`src/rtl/serial_negate_sched.sv`:
```
// serial_negate_sched: round-robin front end that shares one external
// bit-serial two's-complement negation core between two word requesters.
// A granted word is streamed LSB-first into the core through ser_x, the
// core's registered serial output ser_z is reassembled into a parallel
// result, and the result is returned tagged with the owning requester.
//
// Handshakes: a transfer happens in a cycle where valid and ready are both
// high. reqN_ready is only ever high in IDLE for the round-robin winner and
// never while reset is asserted. out_valid holds, with out_data and out_id
// stable, until the consumer raises out_ready.
//
// rst_n is an active-high synchronous reset (the name is historical).
module serial_negate_sched #(
    parameter int W = 8
) (
    input  logic         clk,
    input  logic         rst_n,
    input  logic         req0_valid,
    input  logic [W-1:0] req0_data,
    output logic         req0_ready,
    input  logic         req1_valid,
    input  logic [W-1:0] req1_data,
    output logic         req1_ready,
    output logic         out_valid,
    output logic [W-1:0] out_data,
    output logic         out_id,
    input  logic         out_ready,
    output logic         ser_clr,
    output logic         ser_x,
    input  logic         ser_z,
    output logic [1:0]   dbg_state
);

    localparam int KW = $clog2(W);
    localparam logic [KW-1:0] K_LAST = KW'(W - 1);

    typedef enum logic [1:0] {
        IDLE  = 2'd0,
        SHIFT = 2'd1,
        DRAIN = 2'd2,
        DONE  = 2'd3
    } state_t;

    state_t        state;
    logic [KW-1:0] k;
    logic [W-1:0]  sh;
    logic [W-1:0]  res;
    logic          last_grant;
    logic          winner;
    logic          grant0;
    logic          grant1;
    logic          in_reset;

    assign in_reset = rst_n;

    // Winner selection: a lone valid requester wins, contention goes to the
    // requester that was not granted last.
    always_comb begin
        winner = 1'b0;
        if (req0_valid && req1_valid) begin
            winner = ~last_grant;
        end else begin
            winner = req1_valid;
        end
    end

    // Grants only in IDLE and never while reset is held.
    always_comb begin
        grant0 = 1'b0;
        grant1 = 1'b0;
        if (!in_reset && state == IDLE) begin
            grant0 = req0_valid && !winner;
            grant1 = req1_valid && winner;
        end
    end

    assign req0_ready = grant0;
    assign req1_ready = grant1;

    // Core control: clear on grant and throughout reset, stream the operand
    // LSB-first out of the shift register during SHIFT, zero otherwise.
    assign ser_clr   = in_reset | grant0 | grant1;
    assign ser_x     = !in_reset && (state == SHIFT) && sh[0];
    assign out_valid = !in_reset && (state == DONE);
    assign out_data  = res;
    assign dbg_state = state;

    // Sequencer: latch on grant, shift operand out and ser_z in, hold the
    // result in DONE until the consumer accepts it.
    always_ff @(posedge clk) begin
        if (in_reset) begin
            state      <= IDLE;
            k          <= '0;
            sh         <= '0;
            res        <= '0;
            out_id     <= 1'b0;
            last_grant <= 1'b1;
        end else begin
            case (state)
                IDLE: begin
                    if (grant0 || grant1) begin
                        sh         <= grant1 ? req1_data : req0_data;
                        out_id     <= grant1;
                        last_grant <= grant1;
                        k          <= '0;
                        state      <= SHIFT;
                    end
                end
                SHIFT: begin
                    sh <= sh >> 1;
                    // ser_z lags ser_x by one cycle, so the first capture
                    // (result bit 0) happens on the second SHIFT cycle.
                    if (k != '0) begin
                        res <= {ser_z, res[W-1:1]};
                    end
                    if (k == K_LAST) begin
                        state <= DRAIN;
                    end else begin
                        k <= k + 1'b1;
                    end
                end
                DRAIN: begin
                    res   <= {ser_z, res[W-1:1]};
                    k     <= '0;
                    state <= DONE;
                end
                DONE: begin
                    if (out_ready) begin
                        state <= IDLE;
                    end
                end
                default: state <= IDLE;
            endcase
        end
    end

endmodule

```
`config.mk`:
```
export PLATFORM = sky130hd
export DESIGN_NAME = serial_negate_sched
export DESIGN_NICKNAME = d
export VERILOG_FILES = /design/src/rtl/serial_negate_sched.sv
export SDC_FILE = /design/constraint.sdc
export NUM_CORES = 1
export LEC_CHECK = 0
export CAP_MARGIN = 10
export CORE_ASPECT_RATIO = 1.25
export CORE_MARGIN = 2
export CORE_UTILIZATION = 46
export CTS_BUF_LIST = sky130_fd_sc_hd__clkbuf_16
export DETAILED_ROUTE_END_ITERATION = 16
export PLACE_DENSITY = 0.77
export SLEW_MARGIN = 20
export SYNTH_ARGS = -nofsm -noshare
export SYNTH_HDL_FRONTEND = slang
export SYNTH_SLANG_ARGS = --single-unit
```
`constraint.sdc`:
```
create_clock -name clk -period 2.7 [get_ports clk]
set_clock_uncertainty 0.2 [all_clocks]
set_input_delay 0.54 -clock clk [delete_from_list [all_inputs] [get_ports clk]]
set_output_delay 0.54 -clock clk [all_outputs]
set_load 0.02 [all_outputs]
```
==> summary.md, run 1 <==
| Metric | Value |
|---|---|
| Total Power | 1.66 mW |
| Cts bufs inserted | 3 |
| Nets | 213 |
| Seq/Total Area, Yosys | 37.0% |
| Max-slew headroom | 64.7% |
| Pre-CTS WS | -0.149 ns |
| Post-synthesis cell area | 1240 µm² |
| DR iter-0 viols | 22 |
| Dpl cell area | 1690 µm² |
| CP required | 1.96 ns |
| Gpl congestion | 0.724 |
| Largest net degree at the start of global routing | 31 |
| Final worst-path cycle share | 97.2% |
| Worst Path Max Fanout | 21 |
| Vias | 1146 |
| Core area | 2630 µm² |
| Crit path capture type | primary output |
| Critical path arrival | 1.89 ns |
| Fmax | 381 MHz |
| Post-route ant nets | 0 |
| Wire per inst | 13.6 µm |
| Pre-antenna DRT Iters | 4 |
| Clock-pin slew on the worst setup and hold paths | 0.06 ns |
| Most common cell in the netlist | dfxtp_1 |
| Design Area, Final | 1770 µm² |
| Largest area contributor in the netlist | dfxtp_1 |
| Chip width | 50.5 µm |
| Die H | 62.2 µm |
| Vias in the first global route | 1177 |
| Post-synthesis cell type count | 30 |
| Leak | 0.759 nW |
| Worst Tran Pin Value | 0.529 ns |
| IO buf count | 37 |
| Post-CTS setup buffers | 0 |
| Synth Flop Type | dfxtp_1 |
| Initial Util | 47.4% |
| Most frequent cells after synthesis | dfxtp_1 (23), inv_1 (15), or3_1 (14) |
| Fraction of layout cells with a size suffix above 1 | 11.0% |
| Num Clock Sinks | 23 |
| Share of the synthesized area in the top cell type | 37.0% |
| Post-synth EDFFs | 0 |
| Critical path type | in2out |
| Mux cell area share after synthesis | 8.04% |
| Mapped Cells | 138 |
| Ports | 38 |
| H-tree levels | 1 |
| Synth Area in Simple Gates | 21.5% |
| Clock root cell | clkbuf_16 |
| Gr ovfl total | 0 |
| Compound-gate portion of the synthesized area | 18.3% |
| Warnings, synthesis | 0 |
| Initial antenna violation count | 0 |
| Pwr Density | 935 nW/µm² |
| Synth Area in XOR/XNOR | 0% |
| Hold Slack | 0.267 ns |
| Ant. Diodes | 0 |
| Status | completed |
| Num rows | 21 |
| Setup TNS | 0 ns |
| Crit start category | input pin |
| Post-synthesis adder-cell area fraction | 9.05% |
| Syn Area/Cell | 9.02 µm² |
| Die Area | 3140 µm² |
| Vias/cell | 5.33 |
| Detailed placer's ending HPWL | 2.13 mm |
| Asr flop ratio synth | 0% |
| Worst VDD drop | 0.000659 V |
| Global Route Usage Sum | 19.2% |
| Area grow syn2layout | 42.5% |
| Fin. Hold Viols | 0 |
| Drt total wl | 2.92 mm |
| Clock Tree Buf Depth | 2 |
| Post-Syn Nets | 169 |
| # DRC | 0 |
| Hold crit path type | reg2reg |
| Synth Register Bits | 23 |
| Fillers | 223 |
| Max Slew Vio Count | 0 |
| Largest family of logic cells by synthesized area | simple AND/OR/NAND/NOR gates |
| Max cap viols | 0 |
| Final WS setup | 0.0745 ns |
| Clock tree from TritonCTS | built |
| Final setup vio count | 0 |
| Ranking of synthesized cells by area | dfxtp_1 (37%), ha_1 (9.0%), mux2i_1 (8.0%), or3_1 (7.0%), a32o_1 (5.6%) |
| Tmin final | 2.63 ns |
| Worst skew pair latency | 0.26 ns |
| Global-route wire length before repair | 4.85 mm |
critical path, cell delays in order:
cell	delay (ns)
clkdlybuf4s50_1	0.43
buf_6	0.18
nor2b_1	0.12
clkdlybuf4s50_1	0.61
where the power goes:
part	internal, mW	switching [mW]	leakage (nW)
Clock	0.199	0.124	0.0409
Sequential	0.435	0.0690	0.188
Combinational	0.392	0.439	0.530
Total	1.03	0.632	0.759
routing by layer:
layer | wire length (µm) | vias to the layer above | share of wire [%] | GRT usage [%]
met1 | 1190 | 544 | 41 | 20.5
met5 | 0 | - | 0 | 0
met4 | 19 | 0 | 0.65 | 6.08
met2 | 1580 | 27 | 54 | 37.3
li1 | - | 573 | - | -
met3 | 131 | 2 | 4.5 | 2.64
repair_timing:
action                     CTS  global route
setup endpoints to repair    3             1
hold buffers                 0             0
hold endpoints to repair     0             0
gates resized for setup      3             1
layout by cell type, fill, tap and decap left out, types with 2 or more instances in the layout:
master / n
nor2_1: 12
mux2i_1: 10
buf_4: 6
or2_2: 2
clkbuf_16: 3
or3_1: 14
o21ai_0: 3
nand2_1: 4
a21oi_1: 12
dfxtp_1: 23
nand3_1: 3
nand2b_1: 5
a32o_1: 7
inv_1: 15
clkdlybuf4s50_1: 34
ha_1: 9
dlygate4sd2_1: 2
sequential cells by signal, summed over array words and instances, names as in the netlist:
signal,cells
out_data,8
sh,8
k,3
dbg_state,2
last_grant,1
out_id,1
cell type report:
| class | count | area [µm²] | share of cell area (%) |
|---|---|---|---|
| clock buffer | 3 | 75.1 | 4.23 |
| clock inverter | 1 | 5.00 | 0.282 |
| inverter | 15 | 56.3 | 3.17 |
| multi-input combinational | 95 | 708 | 39.9 |
| sequential | 23 | 460 | 26.0 |
| tap | 34 | 42.5 | 2.40 |
| timing repair buffer | 44 | 427 | 24.0 |
path summary, 6_finish.rpt:
kind,startpoint,slack (ns),cells after the start,to
setup / recovery,rst_n,0.07,4,out_valid
hold / removal,sh[7],0.27,2,sh[7]
setup reg to reg,dbg_state[0],0.56,8,sh[4]
hold reg to reg,sh[7],0.27,2,sh[7]
metrics by stage:
stage | utilization, % | cells
after global placement | 64.3 | 211
after CTS | 67.4 | 215
after detailed placement | 64.3 | 211
after floorplan | - | 138
final | 67.5 | 215
after global routing | 67.5 | 215
kinds of logic (layout without fill, tap and decap cells):
group / count (synthesis) / count (layout)
AOI/OAI and AO/OA: 30 / 30
muxes: 10 / 10
and+or+nand+nor: 46 / 46
adders and majority gates: 9 / 9
DFF: 23 / 23
buffers and inverters: 20 / 63
Note: power is estimated with default switching activity, not from simulation.
==> inputs of run 2 (changes only) <==
--- a/config.mk
+++ b/config.mk
@@ -7,7 +7,7 @@
 export LEC_CHECK = 0
 export CAP_MARGIN = 10
 export CORE_ASPECT_RATIO = 1.25
-export CORE_MARGIN = 2
+export CORE_MARGIN = 5
 export CORE_UTILIZATION = 46
 export CTS_BUF_LIST = sky130_fd_sc_hd__clkbuf_16
 export DETAILED_ROUTE_END_ITERATION = 16
==> run 2 against run 1 <==
Core utilization down 0.90 points; total power down 0.94%; design area down 0.35%; sequential power about the same; count of clock-buffer cells in the layout unchanged; hold slack worse by 0.018 ns; sequential share of layout area up 0.092 points; non-clock buffer count unchanged; final cell count unchanged.
==> summary.md, run 2 (synthesis gave the netlist of run 1 again) <==
| Metric | Value |
|---|---|
| Vias in the first global route | 1162 (was 1177) |
| Wire per inst | 13.5 µm (was 13.6 µm) |
| Crit start category | input pin (unchanged) |
| CP required | 1.96 ns (about the same) |
| Vias | 1143 (was 1146) |
| Chip width | 56.5 µm (was 50.5 µm) |
| Dpl cell area | 1690 µm² (unchanged) |
| Num Clock Sinks | 23 (unchanged) |
| Largest net degree at the start of global routing | 31 (unchanged) |
| Worst Path Max Fanout | 21 (unchanged) |
| Ports | 38 (unchanged) |
| Fraction of layout cells with a size suffix above 1 | 10.5% (was 11.0%) |
| Cells on worst reg2reg path | 6 (was 8) |
| Worst VDD drop | 0.000544 V (was 0.000659 V) |
| Area grow syn2layout | 42.0% (was 42.5%) |
| Worst Tran Pin Value | 0.578 ns (was 0.529 ns) |
| Pwr Density | 929 nW/µm² (was 935 nW/µm²) |
| Fin. Hold Viols | 0 (unchanged) |
| Max cap viols | 0 (unchanged) |
| Most frequent cells in the layout | clkdlybuf4s50_1 (33), dfxtp_1 (23), inv_1 (16) (was clkdlybuf4s50_1 (34), dfxtp_1 (23), inv_1 (15)) |
| RSZ-0062 raised after global routing | no |
| Max Slew Vio Count | 0 (unchanged) |
| # DRC | 0 (unchanged) |
| Clock-pin slew on the worst setup and hold paths | 0.06 ns (about the same) |
| Crit path capture type | primary output (unchanged) |
| Detailed placer's ending HPWL | 2.19 mm (was 2.13 mm) |
| Commonest non-fill, non-tap cell in the layout | clkdlybuf4s50_1 (unchanged) |
| Fmax | 382 MHz (was 381 MHz) |
| Final setup vio count | 0 (unchanged) |
| Clock Tree Buf Depth | 2 (unchanged) |
| Leak | 0.761 nW (was 0.759 nW) |
| Clock tree from TritonCTS | built (unchanged) |
| Reg-to-Reg End | dbg_state[1] (was sh[4]) |
| Hold Slack | 0.249 ns (was 0.267 ns) |
| Cts bufs inserted | 3 (unchanged) |
| Pre-antenna DRT Iters | 5 (was 4) |
| Global Route Usage Sum | 16.0% (was 19.2%) |
| Status | completed (unchanged) |
| Hold crit path type | reg2reg (unchanged) |
| Clock root cell | clkbuf_16 (unchanged) |
| Worst reg2reg path startpoint | dbg_state[1] (was dbg_state[0]) |
| H-tree levels | 1 (unchanged) |
| Pre-CTS WS | -0.159 ns (was -0.149 ns) |
| Post-route insts no fill | 215 (unchanged) |
| Setup slack, reg-to-reg | 0.53 ns (was 0.56 ns) |
| Final core occ | 66.6% (was 67.5%) |
| Hold Crit Depth | 2 (unchanged) |
| Die H | 68.2 µm (was 62.2 µm) |
| Vias/cell | 5.32 (was 5.33) |
| Worst skew pair latency | 0.25 ns (was 0.26 ns) |
| Max-slew headroom | 61.5% (was 64.7%) |
| Initial antenna violation count | 0 (unchanged) |
| IO buf count | 37 (unchanged) |
| HP Start | sh[7] (unchanged) |
| Post-route ant nets | 0 (unchanged) |
| Drt total wl | 2.91 mm (was 2.92 mm) |
| Gr ovfl total | 0 (unchanged) |
| Post-CTS setup buffers | 0 (unchanged) |
| Design Area, Final | 1770 µm² (about the same) |
| Core area | 2650 µm² (was 2630 µm²) |
| Final worst-path cycle share | 97.0% (was 97.2%) |
| Critical path type | in2out (unchanged) |
| Worst Hold Endpoint | sh[7] (unchanged) |
| Setup TNS | 0 ns (unchanged) |
| Ant. Diodes | 0 (unchanged) |
| Gpl congestion | 0.839 (was 0.724) |
| Die Area | 3850 µm² (was 3140 µm²) |
| Final WS setup | 0.0808 ns (was 0.0745 ns) |
| Num rows | 21 (unchanged) |
| Tmin final | 2.62 ns (was 2.63 ns) |
| Initial Util | 46.9% (was 47.4%) |
| Global-route wire length before repair | 4.89 mm (was 4.85 mm) |
| Critical path arrival | 1.88 ns (was 1.89 ns) |
| Nets | 213 (unchanged) |
| Total Power | 1.64 mW (was 1.66 mW) |
| Post-placement cell count | 211 (unchanged) |
| DR iter-0 viols | 21 (was 22) |
## run 2: critical path: stages
cell	delay, ns
clkdlybuf4s50_1	0.44
buf_6	0.18
nor2_1	0.11
clkdlybuf4s50_1	0.60
## run 2: worst max path at each step
stage,start,to,slack [ns],depth (start not counted)
after floorplan,dbg_state[0],ser_x,0.38,5
after global placement,rst_n,req0_ready,-0.08,5
after detailed placement,rst_n,req0_ready,-0.16,5
after CTS,rst_n,ser_x,0.08,4
after global routing,rst_n,ser_x,0.05,4
final,rst_n,ser_x,0.08,4
## run 2: what timing repair did
action / 4_1_cts / 5_1_grt
hold buffers: 0 / 0
endpoints found under the setup margin: 4 / 0
gates resized for setup: 5 / 0
## run 2: per-layer routing
metal	vias up	track usage, %	share of wire [%]
met4	0	7.72	2.4
li1	572	-	-
met5	-	0	0
met1	528	16.3	42
met3	9	4.15	5.2
met2	34	30.5	51
## run 2: power by group
group	switching, mW	total, mW	leakage, nW	internal [mW]
clock network	0.117	0.314	0.0423	0.198
logic	0.440	0.826	0.530	0.387
registers	0.0670	0.502	0.188	0.436
total	0.624	1.64	0.761	1.02
## run 2: cell type report
class | count | area [µm²]
clock buffers | 3 | 75.1
clock inverters | 1 | 3.75
fillers | 213 | 886
inverters | 15 | 56.3
multi-input cells | 95 | 708
flip-flops and latches | 23 | 460
well taps | 34 | 42.5
repair buffers | 44 | 422
==> inputs of run 3 (changes only) <==
--- a/config.mk
+++ b/config.mk
@@ -6,7 +6,6 @@
 export NUM_CORES = 1
 export LEC_CHECK = 0
 export CAP_MARGIN = 10
-export CORE_ASPECT_RATIO = 1.25
 export CORE_MARGIN = 5
 export CORE_UTILIZATION = 46
 export CTS_BUF_LIST = sky130_fd_sc_hd__clkbuf_16
==> run 3 against run 2 <==
Total power up 0.46%; count of clock-buffer cells in the layout unchanged; highest routed layer unchanged; fmax down 0.40%; combinational power up 0.5%; via count down 1.7%; die area down 0.16%; core utilization up 3.7 points; critical path depth unchanged.
==> summary.md, run 3 (synthesis gave the netlist of run 1 again) <==
| Metric | Value |
|---|---|
| Gr ovfl total | 0 (unchanged) |
| Post-CTS setup buffers | 0 (unchanged) |
| Final worst-path cycle share | 97.4% (was 97.0%) |
| Area grow syn2layout | 42.5% (was 42.0%) |
| Num rows | 18 (was 21) |
| Ports | 38 (unchanged) |
| Clock root cell | clkbuf_16 (unchanged) |
| H-tree levels | 1 (unchanged) |
| Final WS setup | 0.0704 ns (was 0.0808 ns) |
| Worst Path Max Fanout | 10 (was 21) |
| Worst skew pair latency | 0.25 ns (about the same) |
| CP required | 1.96 ns (about the same) |
| Fmax | 380 MHz (was 382 MHz) |
| Leak | 0.768 nW (was 0.761 nW) |
| Hold crit path type | reg2reg (unchanged) |
| Worst VDD drop | 0.000626 V (was 0.000544 V) |
| Critical path type | in2out (unchanged) |
| RSZ-0062 raised after global routing | no (unchanged) |
| Worst setup path startpoint | rst_n (unchanged) |
| Fraction of layout cells with a size suffix above 1 | 12.1% (was 10.5%) |
| Drt total wl | 3.01 mm (was 2.91 mm) |
| Gpl congestion | 0.770 (was 0.839) |
| Max cap viols | 0 (unchanged) |
| Post-route ant nets | 0 (unchanged) |
| Pwr Density | 930 nW/µm² (was 929 nW/µm²) |
| Commonest non-fill, non-tap cell in the layout | clkdlybuf4s50_1 (unchanged) |
| Detailed placer's ending HPWL | 2.35 mm (was 2.19 mm) |
| Max Slew Vio Count | 0 (unchanged) |
| Largest net degree at the start of global routing | 31 (unchanged) |
| Met1 GRT Util | 20.0% (was 16.3%) |
| Pre-antenna DRT Iters | 4 (was 5) |
| Critical path arrival | 1.89 ns (was 1.88 ns) |
| Cts bufs inserted | 3 (unchanged) |
| Global Route Usage Sum | 17.4% (was 16.0%) |
| Max-slew headroom | 64.6% (was 61.5%) |
| Tmin final | 2.63 ns (was 2.62 ns) |
| Initial Util | 49.4% (was 46.9%) |
| Clock-pin slew on the worst setup and hold paths | 0.06 ns (about the same) |
| DR iter-0 viols | 76 (was 21) |
| Total Power | 1.65 mW (was 1.64 mW) |
| Status | completed (unchanged) |
| IO buf count | 37 (unchanged) |
| Worst Tran Pin Value | 0.530 ns (was 0.578 ns) |
| Met2 Usage GRT | 32.0% (was 30.5%) |
| Hold Crit Depth | 2 (unchanged) |
| Worst reg2reg path startpoint | dbg_state[1] (unchanged) |
| Crit start category | input pin (unchanged) |
| Core area | 2520 µm² (was 2650 µm²) |
| Chip width | 62.0 µm (was 56.5 µm) |
| Wire per inst | 14.2 µm (was 13.5 µm) |
| Clock tree from TritonCTS | built (unchanged) |
| Vias | 1123 (was 1143) |
| Fin. Hold Viols | 0 (unchanged) |
| Most frequent cells in the layout | clkdlybuf4s50_1 (34), dfxtp_1 (22), inv_1 (15) (was clkdlybuf4s50_1 (33), dfxtp_1 (23), inv_1 (16)) |
| Met3 GRT Util | 3.51% (was 4.15%) |
| Vias in the first global route | 1141 (was 1162) |
| Cells on worst reg2reg path | 7 (was 6) |
| Global route hottest layer | met2 (unchanged) |
| Clock Tree Buf Depth | 2 (unchanged) |
| # DRC | 0 (unchanged) |
| Nets | 214 (was 213) |
| Crit path capture type | primary output (unchanged) |
| HP Start | sh[7] (unchanged) |
| Ant. Diodes | 0 (unchanged) |
| Vias/cell | 5.30 (was 5.32) |
| Die H | 62.0 µm (was 68.2 µm) |
| Final core occ | 70.3% (was 66.6%) |
| Global-route wire length before repair | 5.02 mm (was 4.89 mm) |
| Die Area | 3850 µm² (about the same) |
| Pre-CTS WS | -0.131 ns (was -0.159 ns) |
| # hold bufs at CTS | 0 (unchanged) |
| Num Clock Sinks | 23 (unchanged) |
| Final setup vio count | 0 (unchanged) |
| Initial antenna violation count | 0 (unchanged) |
[run 3: cell types whose count changed in the layout (fill, tap and decap cells not counted), sizes merged]
cell	delta
buf	+1
clkdlybuf4s50	+1
clkinv	+1
dlygate4sd2	-2
dlymetal6s2s	+1
inv	-1
[run 3: metal layers]
metal | up-vias | share of wire (%)
li1 | 568 | -
met3 | 4 | 6.4
met5 | - | 0
met2 | 27 | 52
met4 | 0 | 1.2
met1 | 524 | 40
[run 3: final timing paths]
kind	to	slack (ns)
worst max-delay path	ser_clr	0.07
worst min-delay path	sh[7]	0.26
worst max register to register	sh[6]	0.55
worst min register to register	sh[7]	0.26
[run 3: stage by stage]
stage,hold WS [ns],std cells,setup TNS [ns],cell area [µm²]
2_1_floorplan,0.225,138,0,1240
3_3_place_gp,0.236,208,-0.114,1690
3_5_place_dp,0.250,208,-0.174,1690
4_1_cts,0.264,212,0,1770
5_1_grt,0.285,212,0,1770
6_report,0.261,212,0,1770
[run 3: final cells by class]
type                       instances  area (µm²)
fill                             200         748
timing repair buffer              45         430
tap                               30        37.5
multi-input combinational         95         708
clock buffer                       3        75.1
inverter                          15        56.3
clock inverter                     1        5.00
sequential                        23         462
[run 3: what timing repair did]
action / 4_1_cts / 5_1_grt
pin swaps: 0 / 0
gates resized for setup: 2 / 2
endpoints found under the setup margin: 2 / 1
[run 3: worst max-delay path, stage by stage]
cell	delay, ns
clkdlybuf4s50_1	0.47
buf_4	0.17
nand2b_1	0.11
clkdlybuf4s50_1	0.60
[run 3: where the power goes]
group | leakage, nW | switching, mW | internal (mW)
clock network | 0.0409 | 0.117 | 0.199
logic | 0.539 | 0.440 | 0.390
registers | 0.188 | 0.0675 | 0.437
total | 0.768 | 0.624 | 1.03
